## config.mk

```make
export PLATFORM = sky130hd
export DESIGN_NAME = regfile_wb_sched_flat
export DESIGN_NICKNAME = d
export VERILOG_FILES = /design/src/rtl/regfile_wb_sched_if.sv /design/src/rtl/regfile_wb_sched.sv /design/src/flat_wrapper.sv
export SDC_FILE = /design/constraint.sdc
export NUM_CORES = 1
export LEC_CHECK = 0
export BUFFER_PORTS_ARGS = -buffer_cell sky130_fd_sc_hd__buf_2
export CORE_MARGIN = 8
export CORE_UTILIZATION = 40
export DETAILED_ROUTE_END_ITERATION = 7
export GPL_TIMING_DRIVEN = 0
export PLACE_DENSITY = 0.79
export SLEW_MARGIN = 20
export SYNTH_ARGS = -nofsm -noshare
export SYNTH_HDL_FRONTEND = slang
export SYNTH_SLANG_ARGS = --single-unit
```

## constraint.sdc

```tcl
create_clock -name CLK -period 2.4 [get_ports CLK]
set_clock_uncertainty 0.15 [all_clocks]
set_input_delay 0.48 -clock CLK [delete_from_list [all_inputs] [get_ports CLK]]
set_output_delay 0.48 -clock CLK [all_outputs]
set_load 0.005 [all_outputs]
```

## src/rtl/regfile_wb_sched_if.sv

```systemverilog
//==============================================================================
// regfile_wb_sched_if : write-back request/grant bundle between the sequencer
//                       and the register-file write-back scheduler.
// Revision: 1.0
//==============================================================================
`default_nettype none

interface regfile_wb_sched_if;
  logic [2:0] req;
  logic [8:0] dst;
  logic [2:0] pair;
  logic [2:0] ack;
  logic       err;
  logic       busy;
  logic [1:0] gnt_id;
  logic [2:0] src_oh;
  logic [6:0] ld;

  modport master (
    output req, dst, pair,
    input  ack, err, busy, gnt_id, src_oh, ld
  );

  modport slave (
    input  req, dst, pair,
    output ack, err, busy, gnt_id, src_oh, ld
  );
endinterface

`default_nettype wire

```

## src/rtl/regfile_wb_sched.sv

```systemverilog
//==============================================================================
// regfile_wb_sched : arbitrates ALU / MEM / IDU write-backs into A,L,H,E,D,C,B
//                    as source-drive, load-pulse, hold. Optional macro
//                    REGWB_RR_EN selects round-robin instead of fixed priority.
// Revision: 1.0
//==============================================================================
`default_nettype none

module regfile_wb_sched (
  input  logic                  CLK,
  input  logic                  nRES,
  regfile_wb_sched_if.slave     wb
);

  localparam logic [2:0] S_IDLE  = 3'd0;
  localparam logic [2:0] S_SETUP = 3'd1;
  localparam logic [2:0] S_LOAD  = 3'd2;
  localparam logic [2:0] S_HOLD  = 3'd3;
  localparam logic [2:0] S_ERR   = 3'd4;

  logic [2:0] r_state;
  logic [2:0] w_next;
  logic [1:0] r_gnt;
  logic [2:0] r_dst;
  logic       r_pair;

  logic [2:0] w_mask;
  logic [2:0] w_reqm;
  logic [1:0] w_start;
  logic [1:0] w_win;
  logic       w_win_vld;
  logic [2:0] w_win_dst;
  logic       w_win_pair;
  logic       w_win_bad;
  logic       w_arb;
  logic [2:0] w_gnt_oh;
  logic [2:0] w_src;
  logic [6:0] w_ld_dec;

  assign w_arb = (r_state == S_IDLE) || (r_state == S_HOLD);

  always_comb begin
    case (r_gnt)
      2'd0:    w_gnt_oh = 3'b001;
      2'd1:    w_gnt_oh = 3'b010;
      2'd2:    w_gnt_oh = 3'b100;
      default: w_gnt_oh = 3'b000;
    endcase
  end

  // The requester just acked in HOLD still shows req this cycle; keep it out.
  assign w_mask = (r_state == S_HOLD) ? w_gnt_oh : 3'b000;
  assign w_reqm = wb.req & ~w_mask;

`ifdef REGWB_RR_EN
  logic [1:0] r_ptr;

  always_ff @(posedge CLK) begin
    if (!nRES) begin
      r_ptr <= 2'd0;
    end else if (w_arb && w_win_vld) begin
      r_ptr <= w_win;
    end
  end

  assign w_start = (r_ptr == 2'd2) ? 2'd0 : r_ptr + 2'd1;
`else
  assign w_start = 2'd0;
`endif

  always_comb begin
    w_win_vld = |w_reqm;
    w_win     = 2'd0;
    case (w_start)
      2'd1: begin
        if (w_reqm[1])      w_win = 2'd1;
        else if (w_reqm[2]) w_win = 2'd2;
        else                w_win = 2'd0;
      end
      2'd2: begin
        if (w_reqm[2])      w_win = 2'd2;
        else if (w_reqm[0]) w_win = 2'd0;
        else                w_win = 2'd1;
      end
      default: begin
        if (w_reqm[0])      w_win = 2'd0;
        else if (w_reqm[1]) w_win = 2'd1;
        else                w_win = 2'd2;
      end
    endcase
  end

  always_comb begin
    case (w_win)
      2'd1: begin
        w_win_dst  = wb.dst[5:3];
        w_win_pair = wb.pair[1];
      end
      2'd2: begin
        w_win_dst  = wb.dst[8:6];
        w_win_pair = wb.pair[2];
      end
      default: begin
        w_win_dst  = wb.dst[2:0];
        w_win_pair = wb.pair[0];
      end
    endcase
  end

  // Pairs are only legal on the high register of H:L, D:E or B:C.
  assign w_win_bad = (w_win_dst == 3'd7) ||
                     (w_win_pair && (w_win_dst != 3'd2) &&
                      (w_win_dst != 3'd4) && (w_win_dst != 3'd6));

  always_ff @(posedge CLK) begin
    if (!nRES) begin
      r_state <= S_IDLE;
    end else begin
      r_state <= w_next;
    end
  end

  always_comb begin
    w_next = r_state;
    case (r_state)
      S_IDLE, S_HOLD: begin
        if (w_win_vld) w_next = w_win_bad ? S_ERR : S_SETUP;
        else           w_next = S_IDLE;
      end
      S_SETUP: w_next = S_LOAD;
      S_LOAD:  w_next = S_HOLD;
      S_ERR:   w_next = S_IDLE;
      default: w_next = S_IDLE;
    endcase
  end

  always_ff @(posedge CLK) begin
    if (!nRES) begin
      r_gnt  <= 2'd3;
      r_dst  <= 3'd0;
      r_pair <= 1'b0;
    end else if (w_arb && w_win_vld) begin
      r_gnt  <= w_win;
      r_dst  <= w_win_dst;
      r_pair <= w_win_pair;
    end else if (w_next == S_IDLE) begin
      r_gnt  <= 2'd3;
    end
  end

  // Fixed source per requester: ALU drives Res, MEM drives Z/W, IDU drives adl/adh.
  always_comb begin
    case (r_gnt)
      2'd0:    w_src = 3'b100;
      2'd1:    w_src = 3'b010;
      2'd2:    w_src = 3'b001;
      default: w_src = 3'b000;
    endcase
  end

  always_comb begin
    case (r_dst)
      3'd0:    w_ld_dec = 7'b0000001;
      3'd1:    w_ld_dec = 7'b0000010;
      3'd2:    w_ld_dec = r_pair ? 7'b0000110 : 7'b0000100;
      3'd3:    w_ld_dec = 7'b0001000;
      3'd4:    w_ld_dec = r_pair ? 7'b0011000 : 7'b0010000;
      3'd5:    w_ld_dec = 7'b0100000;
      3'd6:    w_ld_dec = r_pair ? 7'b1100000 : 7'b1000000;
      default: w_ld_dec = 7'b0000000;
    endcase
  end

  always_comb begin
    wb.ack    = 3'b000;
    wb.err    = 1'b0;
    wb.src_oh = 3'b000;
    wb.ld     = 7'b0000000;
    wb.busy   = (r_state != S_IDLE);
    wb.gnt_id = r_gnt;
    case (r_state)
      S_SETUP: wb.src_oh = w_src;
      S_LOAD: begin
        wb.src_oh = w_src;
        wb.ld     = w_ld_dec;
      end
      S_HOLD: begin
        wb.src_oh = w_src;
        wb.ack    = w_gnt_oh;
      end
      S_ERR: begin
        wb.err = 1'b1;
        wb.ack = w_gnt_oh;
      end
      default: ;
    endcase
  end

endmodule

`default_nettype wire

```

## src/flat_wrapper.sv

```systemverilog
// flat-port wrapper written by rule: the top's interface ports become plain ports
module regfile_wb_sched_flat 
  (CLK, nRES, wb_req, wb_dst, wb_pair, wb_ack, wb_err, wb_busy, wb_gnt_id, wb_src_oh, wb_ld);
  regfile_wb_sched_if wb_i ();
  input  logic CLK;
  input  logic nRES;
  input wire logic [$bits(wb_i.req)-1:0] wb_req;
  input wire logic [$bits(wb_i.dst)-1:0] wb_dst;
  input wire logic [$bits(wb_i.pair)-1:0] wb_pair;
  output wire logic [$bits(wb_i.ack)-1:0] wb_ack;
  output wire logic [$bits(wb_i.err)-1:0] wb_err;
  output wire logic [$bits(wb_i.busy)-1:0] wb_busy;
  output wire logic [$bits(wb_i.gnt_id)-1:0] wb_gnt_id;
  output wire logic [$bits(wb_i.src_oh)-1:0] wb_src_oh;
  output wire logic [$bits(wb_i.ld)-1:0] wb_ld;
  assign wb_i.req = wb_req;
  assign wb_i.dst = wb_dst;
  assign wb_i.pair = wb_pair;
  assign wb_ack = wb_i.ack;
  assign wb_err = wb_i.err;
  assign wb_busy = wb_i.busy;
  assign wb_gnt_id = wb_i.gnt_id;
  assign wb_src_oh = wb_i.src_oh;
  assign wb_ld = wb_i.ld;
  regfile_wb_sched u_core (.CLK(CLK), .nRES(nRES), .wb(wb_i));
endmodule
```

==> flow_summary_export.csv, run 1 <==
group,metric,value,unit
cells_and_area,fill_cells,199,
setup_path,max_stage_delay,0.49,ns
floorplanning,core_area,1920,sq um
cells_and_area,final_core_util,52.8,%
clock_network,cts.sinks,9,
floorplanning,die_h,60.6,microns
power_and_ir_drop,power_density,723,nW/um^2
route,met2WireLength,1160,microns
synthesis,synthArstFlopShare,0,%
sta,setup_slack,0.183,ns
place,gp_congestion,0.841,
clock_network,insertion_delay,0.25,ns
setup_path,cp_max_fo,12,
synthesis,syn_area,795,sq um
setup_path,crit_buf_inv,1,
setup_path,cp-start-kind,"flip-flop",
clock_network,cts-root-buf,"clkbuf_4",
place,pre_cts_slack,0.150,ns
hold_path,holdPathStages,2,
floorplanning,start_util,41.3,%
synthesis,netlist.area_leader.share,22.7,%
place,place_area,993,sq um
sta,fin_tns_setup,0,ns
grt,grt_pass1_vias,791,
route,first_pass_iters,4,
sta,setup_viol,0,
grt,grt_pass1_wl,3400,microns
setup_path,cp_top_family,"simple AND/OR/NAND/NOR gates",
hold_path,hp-class,"reg -> reg",
synthesis,avgSynthCellArea,7.79,sq um
setup_path,crit_required,1.77,ns
place,io_buffers,33,
setup_path,arrival,1.59,ns
cells_and_area,diodes,0,
sta,finalCritPeriodShare,92.4,%
route,route.met3.wl,68,microns
synthesis,syn_nets,119,
floorplanning,die-area,3670,sq um
grt,grt_usage,11.7,%
route,wl_per_cell,13.9,microns
sta,worstMarginPinSlew,0.442,ns
grt,grt_antenna_before_repair,0,
synthesis,synth-main-ff-cell,"dfxtp_1",
floorplanning,die_x,60.6,microns
setup_path,r2r_cells,7,
clock_network,clk_pin_slew_worst_paths,0.06,ns
synthesis,synth_edf_count,0,
route,routed.top_layer,"met4",
place,hpwl,1780,microns
outcome,status,"finished, final reports clean",
setup_path,crit_slowest_cell,"or3b_4",
route,ant_nets,0,
sta,final_hold_viol_count,0,
sta,max_freq,0.451,GHz
cells_and_area,final_area,1010,sq um
floorplanning,rows,16,
sta,min_period,2.22,ns
route,drcViolationCount,0,
cells_and_area,synthToLayoutAreaGrowth,27.7,%
sta,grt_setup_unrepaired,"false",
synthesis,synthTopCellsByArea,"dfxtp_1 23%, nor2b_1 6.3%, buf_6 5.7%",
clock_network,tritoncts,"built",
route,wl,2270,microns
synthesis,syn_inst,102,
cells_and_area,drive_gt1_share,29.9,%
setup_path,crit_chain,"or3b_4 > nor4b_1 > buf_2",
route,wl_met1,1030,microns
grt,grt_max_degree,11,
setup_path,end_kind,"output pin",
synthesis,ys_ff_latch,9,
setup_path,setup.worst_path.class,"reg -> out",
sta,drv_slew,0,
clock_network,cts_buffers,3,
synthesis,yosysSeqAreaShare,22.7,%
synthesis,yosysTopAreaCell,"dfxtp_1",
clock_network,clockBufferDepth,2,
power_and_ir_drop,ir_drop,0.276,mV
grt,grt_overflow,0,
sta,fin_hold_ws,0.365,ns
synthesis,ys_types,36,
floorplanning,num_io_pins,34,
clock_network,htreeDepth,1,
route,routed_via_density,5.51,
cells_and_area,nNetsFinal,155,
route,drt_iter0_markers,10,
sta,slew_headroom,70.4,%
setup_path,crit_cells,3,
route,vias,904,
clock_network,holdBufCountCts,0,
synthesis,synth_warnings,0,
flow_run,maxCapViolCount,0,
power_and_ir_drop,p_leak,0.445,nW
[repair_timing]
item / CTS / global route
resized for setup: 1 / 0
setup buffers: 0 / 0
endpoints found under the setup margin: 6 / 1
cloned: 0 / 0
[routing by layer]
metal / vias to the layer above / track usage, %
met2: 23 / 17.9
met3: 2 / 2.75
met4: 0 / 3.99
li1: 457 / -
met1: 422 / 15.6
met5: - / 0
[Yosys cell counts (all sizes together), types with 2 or more instances]
master	number
a211oi	3
o21ai	2
a21o	2
nand2b	3
nor3	5
nor4b	2
buf	6
a31oi	7
nor2	6
nor2b	8
nor3b	3
nand2	2
nand3b	3
nor4	3
o211ai	6
mux2i	4
clkbuf	2
dfxtp	9
inv	4
a21oi	6
o31ai	2
a21boi	2
[metrics by stage]
stage | instances | total power, W
2_1_floorplan | 102 | 0.000506
3_3_place_gp | 162 | 0.000602
3_5_place_dp | 162 | 0.000622
4_1_cts | 165 | 0.000739
5_1_grt | 164 | 0.000792
6_report | 164 | 0.000733
[layout make-up]
cell class | count | area, sq um | area share (%)
multi-input combinational | 81 | 542 | 53.4
sequential | 9 | 180 | 17.8
timing repair buffer | 33 | 165 | 16.3
buffer | 6 | 52.6 | 5.18
tap | 27 | 33.8 | 3.33
clock buffer | 4 | 26.3 | 2.59
inverter | 4 | 15.0 | 1.48
[logic make-up (layout without fill, tap and decap cells)]
group	after synthesis	after routing	synth area share (%)
AO/OA/AOI/OAI	35	35	30.1
buffers and inverters	12	47	9.45
XOR/XNOR	2	2	2.21
AND/OR/NAND/NOR	40	40	30.6
multiplexers	4	4	5.04
flip-flops	9	9	22.7
[flip-flops by register name, indices dropped and copies added, names as in the netlist]
name,cells
u_core.r_pair,1
u_core.wb.gnt_id,2
u_core.r_dst,3
u_core.r_state,3
[where the power goes]
part | internal [W] | total, W | switching, W
Combinational | 0.000174 | 0.000385 | 0.000211
Sequential | 0.000190 | 0.000235 | 0.0000454
Clock | 0.0000639 | 0.000113 | 0.0000495
Total | 0.000428 | 0.000733 | 0.000305
[cells in the final DEF (no fill, tap or decap), types with 3 or more instances in the layout]
| cell type | Yosys | layout |
|---|---|---|
| buf_2 | 0 | 33 |
| dfxtp_1 | 9 | 9 |
| nor2b_1 | 8 | 8 |
| a31oi_1 | 7 | 7 |
| nor2_1 | 6 | 6 |
| a21oi_1 | 6 | 6 |
| o211ai_1 | 6 | 6 |
| nor3_1 | 5 | 5 |
| buf_6 | 4 | 4 |
| inv_1 | 4 | 4 |
| mux2i_1 | 4 | 4 |
| nand2b_1 | 3 | 3 |
| nand3b_1 | 3 | 3 |
| nor4_1 | 3 | 3 |
| nor3b_1 | 3 | 3 |
| a211oi_1 | 3 | 3 |
| clkbuf_4 | 0 | 3 |
[worst paths after layout]
| kind | slack [ns] | start | end |
|---|---|---|---|
| max | 0.18 | u_core.r_state[2] | wb_ld[2] |
| min | 0.36 | u_core.r_pair | u_core.r_pair |
| max reg2reg | 0.21 | u_core.r_state[2] | u_core.r_state[2] |
| min reg2reg | 0.36 | u_core.r_pair | u_core.r_pair |
[worst register-to-register path, stage by stage (launching register included)]
cell     delay [ns]
dfxtp_1        0.53
and3b_1        0.23
buf_6          0.14
a21o_1         0.16
buf_6          0.13
a31o_1         0.19
or4_1          0.51
o31ai_1        0.07
Note: power is estimated with default switching activity, not from simulation.
==> inputs of run 2 (changes only) <==
Settings changed: ABC_AREA set to 1, PLACE_DENSITY 0.79 to 0.82.
==> run 2 against run 1 <==
  * Largest power group unchanged
  * Register-to-register slack gained 0.48 ns
  * Area after synthesis shrank 16%
  * Hold slack lost 0.023 ns
==> flow_summary_export.csv, run 2 <==
group,metric,value,unit
outcome,status,"finished, final reports clean",
sta,slew_headroom,75.4,%
synthesis,yosysTopAreaCell,"dfxtp_1",
floorplanning,die_x,56.9,microns
sta,setup_viol,0,
place,gp_congestion,0.875,
synthesis,synth_most_common_cell,"nand2_1",
clock_network,clockBufferDepth,2,
sta,drv_slew,0,
clock_network,htreeDepth,1,
synthesis,synth-main-ff-cell,"dfxtp_1",
grt,grt_pass1_wl,3150,microns
clock_network,holdBufCountCts,0,
synthesis,syn_area,669,sq um
synthesis,synth_fa_ha_area_share,0,%
sta,fin_tns_setup,0,ns
setup_path,arrival,1.57,ns
route,vias,824,
route,drcViolationCount,0,
hold_path,hp-class,"in -> reg",
setup_path,setup.worst_path.class,"reg -> out",
route,wl,1890,microns
sta,setup_slack,0.199,ns
cells_and_area,nNetsFinal,170,
synthesis,synth_warnings,0,
clock_network,cts-root-buf,"clkbuf_4",
sta,min_period,2.20,ns
route,ant_nets,0,
floorplanning,die_h,56.9,microns
power_and_ir_drop,power,0.000593,W
route,drt_iter0_markers,13,
flow_run,maxCapViolCount,0,
clock_network,tritoncts,"built",
synthesis,ys_types,19,
clock_network,clk_pin_slew_worst_paths,0.06,ns
clock_network,cts_setup_buffers,0,
route,first_pass_iters,4,
clock_network,insertion_delay,0.26,ns
cells_and_area,synthToLayoutAreaGrowth,31.6,%
cells_and_area,fill_cells,158,
cells_and_area,final_common_cell,"buf_2",
cells_and_area,final_cell_mix,"33 x buf_2, 31 x nand2_1, 19 x nor2_1, 14 x inv_1",
clock_network,cts.sinks,9,
setup_path,r2r_slack,0.69,ns
synthesis,synth_compound_area_share,13.6,%
setup_path,cp_max_fo,3,
place,hpwl,1600,microns
synthesis,synthTopCellsByCount,"31 x nand2_1, 19 x nor2_1, 14 x inv_1",
cells_and_area,diodes,0,
grt,grt_antenna_before_repair,0,
sta,worstMarginPinSlew,0.366,ns
synthesis,synth_mux_area_share,0,%
floorplanning,num_io_pins,34,
synthesis,synth_xor_area_share,0,%
setup_path,crit_required,1.77,ns
place,pre_cts_slack,0.510,ns
place,io_buffers,33,
power_and_ir_drop,ir_drop,0.465,mV
grt,grt_usage,11.5,%
synthesis,synthArstFlopShare,0,%
synthesis,yosysSeqAreaShare,26.9,%
sta,max_freq,0.454,GHz
synthesis,syn_inst,115,
floorplanning,start_util,43.4,%
clock_network,cts_buffers,3,
synthesis,synth_edf_count,0,
synthesis,synthTopCellsByArea,"dfxtp_1 27%, nand2_1 17%, nor2_1 11%",
route,wl_per_cell,11.3,microns
floorplanning,die-area,3240,sq um
synthesis,synth_top_family_by_area,"simple AND/OR/NAND/NOR gates",
power_and_ir_drop,p_leak,0.500,nW
sta,grt_setup_unrepaired,"false",
synthesis,ys_ff_latch,9,
sta,final_hold_viol_count,0,
synthesis,synthSimpleGateAreaFrac,47.9,%
sta,fin_hold_ws,0.342,ns
grt,grt_max_degree,11,
synthesis,netlist.area_leader.share,26.9,%
cells_and_area,drive_gt1_share,33.6,%
setup_path,cp-start-kind,"flip-flop",
clock_network,ctsResizeCount,0,
setup_path,end_kind,"output pin",
floorplanning,rows,14,
synthesis,syn_nets,132,
grt,grt_pass1_vias,769,
cells_and_area,final_core_util,57.1,%
sta,finalCritPeriodShare,91.7,%
synthesis,avgSynthCellArea,5.82,sq um
power_and_ir_drop,power_density,673,nW/um^2
floorplanning,core_area,1540,sq um
route,routed_via_density,4.90,
grt,grt_overflow,0,
run 2: cell count changes in the layout (fill, tap and decap cells not counted), sizes merged, moves of 4 or more:
| cell | previous run | this run |
|---|---|---|
| o21ai | 2 | 6 |
| nand2 | 2 | 36 |
| mux2i | 4 | 0 |
| a31oi | 7 | 1 |
| inv | 4 | 18 |
| nor2b | 8 | 0 |
| o211ai | 6 | 0 |
| nand3 | 0 | 9 |
| buf | 39 | 34 |
| nor2 | 6 | 20 |
run 2: kinds of logic after synthesis:
group                  Yosys count
AND/OR/NAND/NOR                 72
buffers and inverters           19
AO/OA/AOI/OAI                   15
flip-flops                       9
run 2: metal layers:
layer / track usage [%] / wire length [microns]
met5: 0 / 0
met3: 5.62 / 114
met4: 2.68 / 8
met2: 21.6 / 980
met1: 10.8 / 789
run 2: through the flow:
| step | std cells | instance area, sq um |
|---|---|---|
| 6_report | 168 | 881 |
| 5_1_grt | 168 | 881 |
| 4_1_cts | 168 | 881 |
| 3_5_place_dp | 164 | 855 |
| 2_1_floorplan | 115 | 669 |
| 3_3_place_gp | 164 | 855 |
run 2: power breakdown:
part           switching (W)  internal, W  total [W]  leakage [nW]
logic               0.000163    0.0000949   0.000258         0.411
registers          0.0000324     0.000185   0.000217        0.0747
clock network      0.0000532    0.0000641   0.000117        0.0150
run 2: area by class of cell:
class	count	area [sq um]	area share (%)
multi-input cells	87	412	46.7
flip-flops and latches	9	180	20.5
repair buffers	33	165	18.7
inverters	18	70.1	7.95
clock buffers	4	26.3	2.98
well taps	16	20.0	2.27
plain buffers	1	7.51	0.852
run 2: path summary, 6_finish.rpt:
kind | cells after the start | end | from
max | 7 | wb_ld[3] | u_core.r_state[1]
min | 2 | u_core.wb.gnt_id[1] | nRES
max reg2reg | 11 | u_core.r_dst[0] | u_core.wb.gnt_id[0]
min reg2reg | 2 | u_core.r_dst[2] | u_core.r_dst[2]
run 2: critical path: stages, from the launching register on:
cell	delay [ns]
dfxtp_1	0.36
inv_1	0.06
nor3_1	0.30
nand2_1	0.16
nor2_1	0.15
nand2_1	0.06
o21ai_0	0.08
buf_2	0.14
==> inputs of run 3 (changes only) <==
Settings changed: CORE_UTILIZATION 40 to 29, PLACE_DENSITY 0.82 to 0.65, REMOVE_ABC_BUFFERS set to 1, SKIP_LAST_GASP set to 1.
==> run 3 against run 2 <==
  * Clock power about the same
  * Highest routed layer unchanged
  * Via count is 1.5% lower
  * Wire length decreased by 1.6%
  * Critical path type unchanged
==> flow_summary_export.csv, run 3 (same netlist as run 2, synthesis figures left out) <==
group,metric,value,unit
outcome,status,"finished, final reports clean",
floorplanning,num_io_pins,34,
hold_path,hp-class,"in -> reg",
clock_network,holdBufCountCts,0,
sta,final_hold_viol_count,0,
setup_path,arrival,1.52,ns
cells_and_area,fill_cells,237,
cells_and_area,drive_gt1_share,33.1,%
setup_path,cp-start-kind,"flip-flop",
clock_network,clk_pin_slew_worst_paths,0.06,ns
place,hpwl,1550,microns
sta,fin_tns_setup,0,ns
setup_path,cp_max_fo,3,
grt,grt_antenna_before_repair,0,
route,ant_nets,0,
grt,grt_overflow,0,
clock_network,ctsResizeCount,0,
sta,setup_viol,0,
setup_path,cp_top_family,"simple AND/OR/NAND/NOR gates",
floorplanning,die-area,4100,sq um
sta,grt_setup_unrepaired,"false",
floorplanning,rows,17,
sta,finalCritPeriodShare,89.4,%
sta,max_freq,0.466,GHz
setup_path,setup.worst_path.class,"reg -> out",
cells_and_area,area.sequential,180,sq um
sta,slew_headroom,76.5,%
power_and_ir_drop,power_density,658,nW/um^2
floorplanning,die_h,64.0,microns
clock_network,cts-root-buf,"clkbuf_4",
grt,grt_pass1_vias,771,
clock_network,cts_buffers,3,
place,io_buffers,33,
setup_path,crit_slowest_cell,"dfxtp_1",
route,routed_via_density,4.54,
grt,grt_util_met3,4.53,%
floorplanning,die_x,64.0,microns
setup_path,end_kind,"output pin",
place,gp_congestion,0.775,
setup_path,crit_chain,"inv_1 > nor3_1 > nand2_1 > nor2_1 > nand2_1 > o21ai_0 > buf_2",
cells_and_area,nNetsFinal,169,
route,drcViolationCount,0,
flow_run,maxCapViolCount,0,
grt,grt.busiest_layer,"met2",
setup_path,max_stage_delay,0.36,ns
route,first_pass_iters,6,
route,vias,812,
route,drt_iter0_markers,31,
clock_network,tritoncts,"built",
cells_and_area,final_common_cell,"buf_2",
clock_network,cts.sinks,9,
clock_network,clockBufferDepth,2,
sta,min_period,2.15,ns
grt,grt_usage,9.15,%
setup_path,crit_buf_inv,2,
sta,drv_slew,0,
cells_and_area,stdcell_count,179,
clock_network,htreeDepth,1,
place,dp_cells,175,
grt,met2_usage,16.4,%
route,wl,1860,microns
grt,grt_max_degree,11,
power_and_ir_drop,ir_drop,0.376,mV
cells_and_area,multiInputGateArea,412,sq um
clock_network,cts_setup_buffers,0,
cells_and_area,synthToLayoutAreaGrowth,32.7,%
grt,grt_pass1_wl,3170,microns
setup_path,crit_required,1.77,ns
setup_path,cp_common_cell,"nand2_1",
power_and_ir_drop,p_leak,0.496,nW
clock_network,insertion_delay,0.26,ns
route,wl_per_cell,10.4,microns
cells_and_area,diodes,0,
grt,gr-usage-met1,9.10,%
sta,worstMarginPinSlew,0.349,ns
floorplanning,core_area,2190,sq um
cells_and_area,final_cell_mix,"33 x buf_2, 31 x nand2_1, 19 x nor2_1, 14 x inv_1",
floorplanning,start_util,30.6,%
## run 3: cell count changes in the layout (fill, tap and decap cells not counted), sizes merged
| cell | change |
|---|---|
| buf | -1 |
## run 3: worst paths after layout
kind | from | end | slack (ns) | cells after the start
setup / recovery | u_core.r_state[1] | wb_ld[3] | 0.25 | 7
hold / removal | nRES | u_core.wb.gnt_id[1] | 0.35 | 2
setup reg to reg | u_core.wb.gnt_id[1] | u_core.r_state[0] | 0.70 | 12
hold reg to reg | u_core.r_dst[2] | u_core.r_dst[2] | 0.39 | 2
## run 3: area by class of cell
type	count	share of cell area (%)
sequential	9	20.3
clock buffer	4	2.96
timing repair buffer	33	18.6
inverter	18	7.89
tap	28	3.94
multi-input combinational	87	46.3
## run 3: power breakdown
group / internal, W / switching (W) / leakage (nW)
logic: 0.0000896 / 0.000153 / 0.406
registers: 0.000185 / 0.0000398 / 0.0747
clock network: 0.0000641 / 0.0000531 / 0.0150
total: 0.000339 / 0.000246 / 0.496
## run 3: per-layer routing
metal  vias up  wire [microns]
met5         -               0
met3         2             149
met2        18             936
li1        434               -
met4         0               8
met1       358             767
## run 3: stage by stage
step                      setup slack, ns  hold WS [ns]  utilization [%]  power (W)  cell area (sq um)
after floorplan                     0.752         0.354                -   0.000388                662
after global placement              0.532         0.386             39.3   0.000464                862
after detailed placement            0.518         0.384             39.3   0.000471                862
after CTS                           0.237         0.345             40.5   0.000586                888
after global routing               0.0570         0.352             40.5   0.000642                888
final                               0.254         0.347             40.5   0.000585                888
## run 3: worst register-to-register path, cell delays in order, from the launching register on
cell and delay, ns:
dfxtp_1 0.48, nor2_1 0.12, nand2_1 0.08, nand2_1 0.09
nand2_1 0.12, inv_2 0.06, nand2_1 0.05, nand2_1 0.04
nor2_1 0.12, nand2_1 0.08, nand2_2 0.09, nand2_1 0.06
a21oi_2 0.10
